===== config.mk =====
export PLATFORM = sky130hd
export DESIGN_NAME = biss_c_slave
export DESIGN_NICKNAME = d
export VERILOG_FILES = /design/src/rtl/biss_c_slave.sv
export SDC_FILE = /design/constraint.sdc
export NUM_CORES = 1
export LEC_CHECK = 0
export ABC_AREA = 1
export ABC_CLOCK_PERIOD_IN_PS = 3100
export CELL_PAD_IN_SITES_DETAIL_PLACEMENT = 1
export CELL_PAD_IN_SITES_GLOBAL_PLACEMENT = 2
export CORE_MARGIN = 5
export CORE_UTILIZATION = 33
export CTS_BUF_LIST = sky130_fd_sc_hd__clkbuf_4 sky130_fd_sc_hd__clkbuf_8
export DETAILED_ROUTE_END_ITERATION = 16
export PLACE_DENSITY_LB_ADDON = 0.15
export SLEW_MARGIN = 25
export SYNTH_ARGS = -nofsm -noshare
export SYNTH_HDL_FRONTEND = slang
export SYNTH_SLANG_ARGS = --single-unit

===== constraint.sdc =====
create_clock -name clk -period 3.1 [get_ports clk]
set_clock_uncertainty 0.15 [all_clocks]
set_input_delay 0.465 -clock clk [delete_from_list [all_inputs] [get_ports clk]]
set_output_delay 0.465 -clock clk [all_outputs]
set_load 0.02 [all_outputs]

===== src/rtl/biss_c_slave.sv =====
// BiSS-C point-to-point slave: answers each MA burst with Ack, Start, CDS,
// position MSB-first, nError, nWarn and the inverted CRC6, then holds the timeout.
`timescale 1ns/1ps
module biss_c_slave #(
  parameter int SYNC_STAGES   = 2,
  parameter int ACK_CYCLES    = 1,
  parameter int TIMEOUT_TICKS = 2000
) (
  input  logic        clk,
  input  logic        rst,
  input  logic        ma,
  output logic        slo,
  input  logic [31:0] position_in,
  input  logic [7:0]  resolution_bits,
  input  logic        error_n,
  input  logic        warn_n,
  output logic        busy,
  output logic        frame_done,
  output logic        frame_abort,
  output logic [3:0]  state_debug
);

  localparam logic [3:0] S_IDLE    = 4'd0;
  localparam logic [3:0] S_ACK     = 4'd1;
  localparam logic [3:0] S_START   = 4'd2;
  localparam logic [3:0] S_CDS     = 4'd3;
  localparam logic [3:0] S_DATA    = 4'd4;
  localparam logic [3:0] S_ERR     = 4'd5;
  localparam logic [3:0] S_WARN    = 4'd6;
  localparam logic [3:0] S_CRC     = 4'd7;
  localparam logic [3:0] S_TIMEOUT = 4'd8;

  localparam int            TW       = $clog2(TIMEOUT_TICKS + 1);
  localparam logic [TW-1:0] TMO_LAST = TW'(TIMEOUT_TICKS - 1);
  localparam logic [3:0]    ACK_N    = 4'(ACK_CYCLES);

  logic [SYNC_STAGES-1:0] ma_sync;
  logic                   ma_s;
  logic                   ma_prev;
  logic                   ma_rise;
  logic                   ma_fall;
  logic                   edge_any;

  logic [3:0]    state;
  logic [31:0]   pos_sh;
  logic [5:0]    n_lat;
  logic          err_lat;
  logic          warn_lat;
  logic [5:0]    crc;
  logic [3:0]    ack_cnt;
  logic [5:0]    bit_cnt;
  logic [TW-1:0] tmo_cnt;
  logic          tmo_fire;
  logic [5:0]    n_clamp;
  logic [2:0]    crc_idx;

  // One MSB-first step of the x^6+x+1 LFSR.
  function automatic logic [5:0] crc_step(input logic [5:0] c, input logic b);
    logic fb;
    fb = c[5] ^ b;
    return {c[4:0], 1'b0} ^ {4'b0000, fb, fb};
  endfunction

  // The sync chain idles high so a reset never looks like a falling MA edge.
  always_ff @(posedge clk or posedge rst) begin
    if (rst) begin
      ma_sync <= '1;
      ma_prev <= 1'b1;
    end else begin
      ma_sync <= {ma_sync[SYNC_STAGES-2:0], ma};
      ma_prev <= ma_s;
    end
  end

  assign ma_s     = ma_sync[SYNC_STAGES-1];
  assign ma_rise  = ma_s & ~ma_prev;
  assign ma_fall  = ~ma_s & ma_prev;
  assign edge_any = ma_rise | ma_fall;

  always_comb begin
    n_clamp = resolution_bits[5:0];
    if (resolution_bits == 8'd0)
      n_clamp = 6'd1;
    else if (resolution_bits > 8'd32)
      n_clamp = 6'd32;
  end

  assign crc_idx  = 3'd5 - bit_cnt[2:0];
  // Fire one tick early so slo returns exactly TIMEOUT_TICKS after the edge is seen.
  assign tmo_fire = (state != S_IDLE) && !edge_any && ma_s && (tmo_cnt == TMO_LAST);

  always_ff @(posedge clk or posedge rst) begin
    if (rst) begin
      state       <= S_IDLE;
      slo         <= 1'b1;
      frame_done  <= 1'b0;
      frame_abort <= 1'b0;
      pos_sh      <= '0;
      n_lat       <= '0;
      err_lat     <= 1'b1;
      warn_lat    <= 1'b1;
      crc         <= '0;
      ack_cnt     <= '0;
      bit_cnt     <= '0;
      tmo_cnt     <= '0;
    end else begin
      frame_done  <= 1'b0;
      frame_abort <= 1'b0;

      if (state == S_IDLE || edge_any || tmo_fire)
        tmo_cnt <= '0;
      else if (ma_s)
        tmo_cnt <= tmo_cnt + 1'b1;

      if (state == S_IDLE) begin
        slo <= 1'b1;
        if (ma_fall) begin
          // Left-align the position so every data bit leaves from pos_sh[31].
          pos_sh   <= position_in << (6'd32 - n_clamp);
          n_lat    <= n_clamp;
          err_lat  <= error_n;
          warn_lat <= warn_n;
          crc      <= '0;
          ack_cnt  <= '0;
          bit_cnt  <= '0;
          state    <= S_ACK;
        end
      end else if (tmo_fire) begin
        slo   <= 1'b1;
        state <= S_IDLE;
        if (state == S_TIMEOUT)
          frame_done <= 1'b1;
        else
          frame_abort <= 1'b1;
      end else if (ma_rise) begin
        case (state)
          S_ACK: begin
            if (ack_cnt < ACK_N) begin
              slo     <= 1'b0;
              ack_cnt <= ack_cnt + 1'b1;
            end else begin
              slo   <= 1'b1;
              state <= S_START;
            end
          end
          S_START: begin
            slo   <= 1'b0;
            state <= S_CDS;
          end
          S_CDS: begin
            slo     <= pos_sh[31];
            crc     <= crc_step(crc, pos_sh[31]);
            pos_sh  <= {pos_sh[30:0], 1'b0};
            bit_cnt <= 6'd1;
            state   <= S_DATA;
          end
          S_DATA: begin
            if (bit_cnt == n_lat) begin
              slo   <= err_lat;
              crc   <= crc_step(crc, err_lat);
              state <= S_ERR;
            end else begin
              slo     <= pos_sh[31];
              crc     <= crc_step(crc, pos_sh[31]);
              pos_sh  <= {pos_sh[30:0], 1'b0};
              bit_cnt <= bit_cnt + 1'b1;
            end
          end
          S_ERR: begin
            slo   <= warn_lat;
            crc   <= crc_step(crc, warn_lat);
            state <= S_WARN;
          end
          S_WARN: begin
            slo     <= ~crc[5];
            bit_cnt <= 6'd1;
            state   <= S_CRC;
          end
          S_CRC: begin
            if (bit_cnt == 6'd6) begin
              slo   <= 1'b0;
              state <= S_TIMEOUT;
            end else begin
              slo     <= ~crc[crc_idx];
              bit_cnt <= bit_cnt + 1'b1;
            end
          end
          S_TIMEOUT: slo <= 1'b0;
          default: begin
            slo   <= 1'b1;
            state <= S_IDLE;
          end
        endcase
      end
    end
  end

  assign busy        = (state != S_IDLE);
  assign state_debug = state;

endmodule


# After elaboration in Yosys (flattened, before gate mapping)
# Cells that the tools add are included.
[op_classes]
n_addsub = 5
mul = 0
div_mod_pow = 0
order_cmp = 3
eq_ne = 19
shifts = 1
mux = 51
bitwise = 13
reduce_logical = 25
[ops]
columns = ["operator", "n"]
rows = [
  ["$mux W32", 5],
  ["$mux W6", 12],
  ["$pmux W32 S2", 1],
  ["$mux W4", 13],
  ["$pmux W6 S3", 2],
  ["$pmux W4 S8", 1],
  ["$shl A32 B6 Y32", 1],
  ["$mux W11", 2],
  ["$xor A6 B2 Y6", 3],
  ["$eq A4 B3 Y1 const B", 4],
  ["$mux W1", 13],
  ["$ne A4 B4 Y1 const B", 3],
  ["$reduce_and A6 Y1", 2],
  ["$reduce_bool A4 Y1", 3],
  ["$add A11 B1 Y11 const B", 1],
  ["$eq A11 B11 Y1 const B", 1],
  ["$reduce_and A5 Y1", 2],
  ["$ne A3 B3 Y1 const B", 3],
  ["$eq A4 B2 Y1 const B", 2],
  ["$gt A8 B6 Y1 const B", 1],
  ["$logic_not A8 Y1", 1],
  ["$reduce_bool A2 Y1", 4],
  ["$pmux W1 S7", 1],
  ["$add A6 B1 Y6 const B", 1],
  ["24 further kinds", 35],
]
[totals]
register_bits = 77
latchBits = 0
ramBits = 0
romBits = 0
in_bits = 45
output_inout_bits = 8
elab_cells = 131
memories = 0

# Longest topological paths before layout
[logic_depth]
depth_word = 9
mapped_depth = 18
depth_no_buf = 16

# Worst setup path after synthesis
# Ideal clock, no wire load.
[synth_path]
path_kind = "in2reg"
startpoint = "input port resolution_bits[7]"
endpoint = "register pos_sh[28]"
setup_ns = 0.113
arrival_ns = 2.723
required_ns = 2.837
path_slack_ns = 0.114
stages = 17
path_buffers = 3
cell_sequence = "nor2_1 nand2_1 o21bai_1 nand2_2 clkbuf_1 ha_1 clkbuf_1 clkbuf_1 nand3_1 nand2_1 nand2_1 nand2_1 nand2_1 nand3_1 nand3_1 nand2_1 inv_1"
[synth_via]
elab_chain_len = 7
elab_cells_between_ends = 8
cone_classes = "add/sub (1); order compare (1); shift (1); mux (4); reduce/logical (1)"
[synth_rtl]
columns = ["element", "line_no", "rtl"]
rows = [
  ["from (decl)", "14", "input logic [7:0] resolution_bits,"],
  ["$gt A8 B6 Y1", "84", "else if (resolution_bits > 8'd32)"],
  ["$mux W6", "84", ""],
  ["$mux W6 (*)", "82", "if (resolution_bits == 8'd0)"],
  ["$sub A6 B6 Y6 (*)", "119", "pos_sh <= position_in << (6'd32 - n_clamp);"],
  ["$shl A32 B6 Y32 (*)", "119", ""],
  ["$mux W32 (*)", "117", "if (ma_fall) begin"],
  ["$mux W32 (*)", "115", "if (state == S_IDLE) begin"],
  ["to (signal assigned)", "119", ""],
  ["to (signal assigned)", "153", "pos_sh <= {pos_sh[30:0], 1'b0};"],
  ["to (signal assigned)", "165", "pos_sh <= {pos_sh[30:0], 1'b0};"],
  ["to (decl)", "45", "logic [31:0] pos_sh;"],
]
# Every way passes the cells marked *; elsewhere a longest branch is shown, timed or not. The select of a mux whose other input is x is not followed.
# A chain may end at the register's enable or synchronous reset.

# Worst setup path in the final report
[layout_path]
startpoint = "input port resolution_bits[7]"
endpoint = "register pos_sh[25]"
# Same word-level chain as after synthesis.

==> results.yml <==
final_layout:
  layout.area.seq_um2: 1934
  drive_gt1_share_pct: 9.442
  fillCellCount: 2304
  nNetsFinal: 1034
  multi_input_area_um2: 3552
  postLayoutCoreUtil_pct: 40.25
  num_antenna_cells: 0
  layout_area_overhead_pct: 19.88
logic_synthesis:
  synth-seq-cells: 77
  synth_area_leader_cell: "dfrtp_1"
  synthFlopType: "dfrtp_1"
  post_synth_inst_count: 923
  top_cells_by_area_in_the_synthesized_netlist: "dfrtp_1 (29%), nand3_1 (21%), nand2_1 (13%)"
  synth_area_um2: 6031
  syn-num-nets: 977
  synth_top_area_share_pct: 29.46
  synth-edff-count: 0
  synth_sequential_area_ratio_pct: 32.07
  yosysMostFrequentCell: "nand3_1"
  synthDistinctLibCells: 44
  async_reset_ff_share_pct: 100.0
  synthesis.yosys.warnings: 0
  synth_commonest_cells: "nand3_1 (259), nand2_1 (213), inv_1 (83)"
  postSynthAreaPerCell_um2: 6.534
clock_tree:
  cts_hold_repair.buffers: 0
  cts_inserted_buffers: 9
  clk_path_buf_depth: 2
  clock_edge_transition_at_the_registers_on_the_reported_setup_and_hold_paths_ps: 90
  worst_skew_pair.late_latency_ps: 370
  total_number_of_clock_tree_sinks: 77
  post_cts.resized_instances: 0
  clock_tree.htree_level_count: 3
  post_cts_setup_buffers: 0
  clock_tree.root_cell: "clkbuf_8"
  cts_tree: "yes"
detailed_routing:
  postRouteWirelength_mm: 21.56
  final_antenna_net_count: 0
  avgViaCountPerCell: 5.430
  detailedRoute.firstPassIterationCount: 5
  route.vias.total: 6592
  remaining_drc_errors: 0
  routedWlPerCell_um: 17.76
  drt_iter0_markers: 407
timing:
  setup_ws_ps: 300.0
  slew_headroom_pct: 57.28
  tightest_slew_ps: 639.9
  fin_tns_setup_ps: 0
  grt_setup_unrepaired: "no"
  timing.final.crit_share_pct: 90.32
  final-max-slew-violation-count: 0
  fmaxAchievable_mhz: 357.1
  final-hold-violation-count: 0
  min_period_ps: 2800
  setup-violations-final: 0
place:
  gp_routability_congestion: 0.8592
  portBuffers: 52
  dp_hpwl_mm: 16.43
  place_ws_ps: -87.91
grt:
  pin_count_of_the_biggest_net_entering_global_routing: 46
  via_count_of_the_first_global_routing_pass: 6683
  global_route.overflow_total: 0
  antenna_found_initial: 0
  first_pass_grt_wire_length_mm: 35.47
  grt_overall_usage_pct: 20.06
floorplan:
  die_area_um2: 21080
  coreArea_um2: 17960
  num_io_pins: 53
  rows: 49
  start_util_pct: 33.57
  die_x_um: 145.2
  die_height_um: 145.2
setup_path:
  startpoint_of_the_worst_register_to_register_path: "ma_sync[1]"
  cp_max_fo: 27
  critPathLaunchType: "input pin"
  arrival_ps: 2920
  cp.required_ps: 3220
  crit_start: "resolution_bits[7]"
  cpMaxStageDelayCell: "clkdlybuf4s50_1"
  crit_path_largest_cell_delay_ps: 400
  r2r_cells: 11
  critical_path.endpoint_type: "flop"
  crit_chain: "clkdlybuf4s50_1 -> nor2_1 -> nand2_1 -> o21ai_4 -> nand2_1 -> ha_1 -> clkinv_1 -> buf_12 -> nand3_1 -> nand3_1 -> nand3_1 -> nand3_1 -> nand3_1 -> nand2_1 -> inv_1"
  critical_path.most_common_cell: "nand3_1"
  crit_type: "in2reg"
power_and_ir_drop:
  power.leakage_nw: 3.390
  cellPowerDensity_nw_per_um2: 720.0
  worst_ir_drop_vdd_mv: 0.3244
  power_mw: 5.205
status:
  outcome: "finished clean"
hold_path:
  timing.hold.worst.start: "ma_sync[0]"
  worstHoldPathType: "reg2reg"
  whs_path_depth: 0
flow_run:
  max_cap_violations: 0
placed cells by master, fill, tap and decap left out, types with 9 or more instances in the layout:
master / Yosys / routed
inv_1: 83 / 82
buf_4: 2 / 34
a2bb2oi_1: 14 / 14
nand4_1: 14 / 14
nand2_1: 213 / 213
o21ai_0: 33 / 33
xor2_1: 9 / 9
or2_2: 11 / 11
dfrtp_1: 71 / 71
nor2_1: 33 / 33
nand3_1: 259 / 259
clkdlybuf4s50_1: 0 / 52
clkbuf_8: 0 / 10
ha_1: 9 / 9
a21oi_1: 51 / 51
nor3_1: 10 / 10
per-layer routing:
metal | GRT usage, % | vias up | share of wire, %
met5 | 0 | - | 0
li1 | - | 3236 | -
met1 | 31.10 | 3226 | 53
met3 | 2.869 | 13 | 3.4
met4 | 3.825 | 0 | 0.81
met2 | 29.70 | 117 | 43
per-stage QoR:
stage / cell area [um^2] / hold slack, ps / std cells
5_1_grt: 7229 / 225.1 / 1214
4_1_cts: 7229 / 216.1 / 1214
2_1_floorplan: 6031 / 195.2 / 923
6_report: 7229 / 213.9 / 1214
3_5_place_dp: 7014 / 201.3 / 1198
3_3_place_gp: 7014 / 197.8 / 1198
cells by family after synthesis:
family / synth area share (%)
AOI/OAI and AO/OA: 11.89
xor gates and xnor gates: 1.743
adders and majority gates: 1.867
buffers and inverters: 9.087
DFF: 32.07
muxes: 0.1660
and+or+nand+nor: 43.17
cell type report:
cell class	instances	share of cell area, %
multi-input combinational	708	49.13
sequential	77	26.76
timing repair buffer	92	12.39
inverter	92	4.777
tap	229	3.963
clock buffer	10	1.904
clock inverter	6	1.073
flip-flops by register name, indices dropped and copies added (netlist names):
name,flops
err_lat,1
state_debug,4
pos_sh,32
bit_cnt,6
ma_prev,1
frame_done,1
slo,1
crc,6
tmo_cnt,11
warn_lat,1
ma_sync,2
frame_abort,1
ack_cnt,4
n_lat,6
critical path, delay by kind of cell:
kind / cells / cell delay, ps
adder cells (fa/ha/maj): 1 / 360
AO/OA/AOI/OAI: 1 / 170
buffers and inverters: 4 / 720
AND/OR/NAND/NOR: 9 / 1210
final timing paths:
| path | endpoint | slack, ps |
|---|---|---|
| hold reg to reg | ma_sync[1] | 210 |
| max in group asynchronous | slo | 1680 |
| min in group asynchronous | tmo_cnt[2] | 340 |
| setup / recovery | pos_sh[25] | 300 |
| setup reg to reg | pos_sh[22] | 370 |
| hold / removal | ma_sync[1] | 210 |
where the power goes:
part	internal [mW]	switching, mW	leakage (nW)
Combinational	1.02	1.63	2.35
Clock	0.411	0.452	0.107
Sequential	1.39	0.302	0.937
Total	2.82	2.39	3.39
Note: power is estimated with default switching activity, not from simulation.
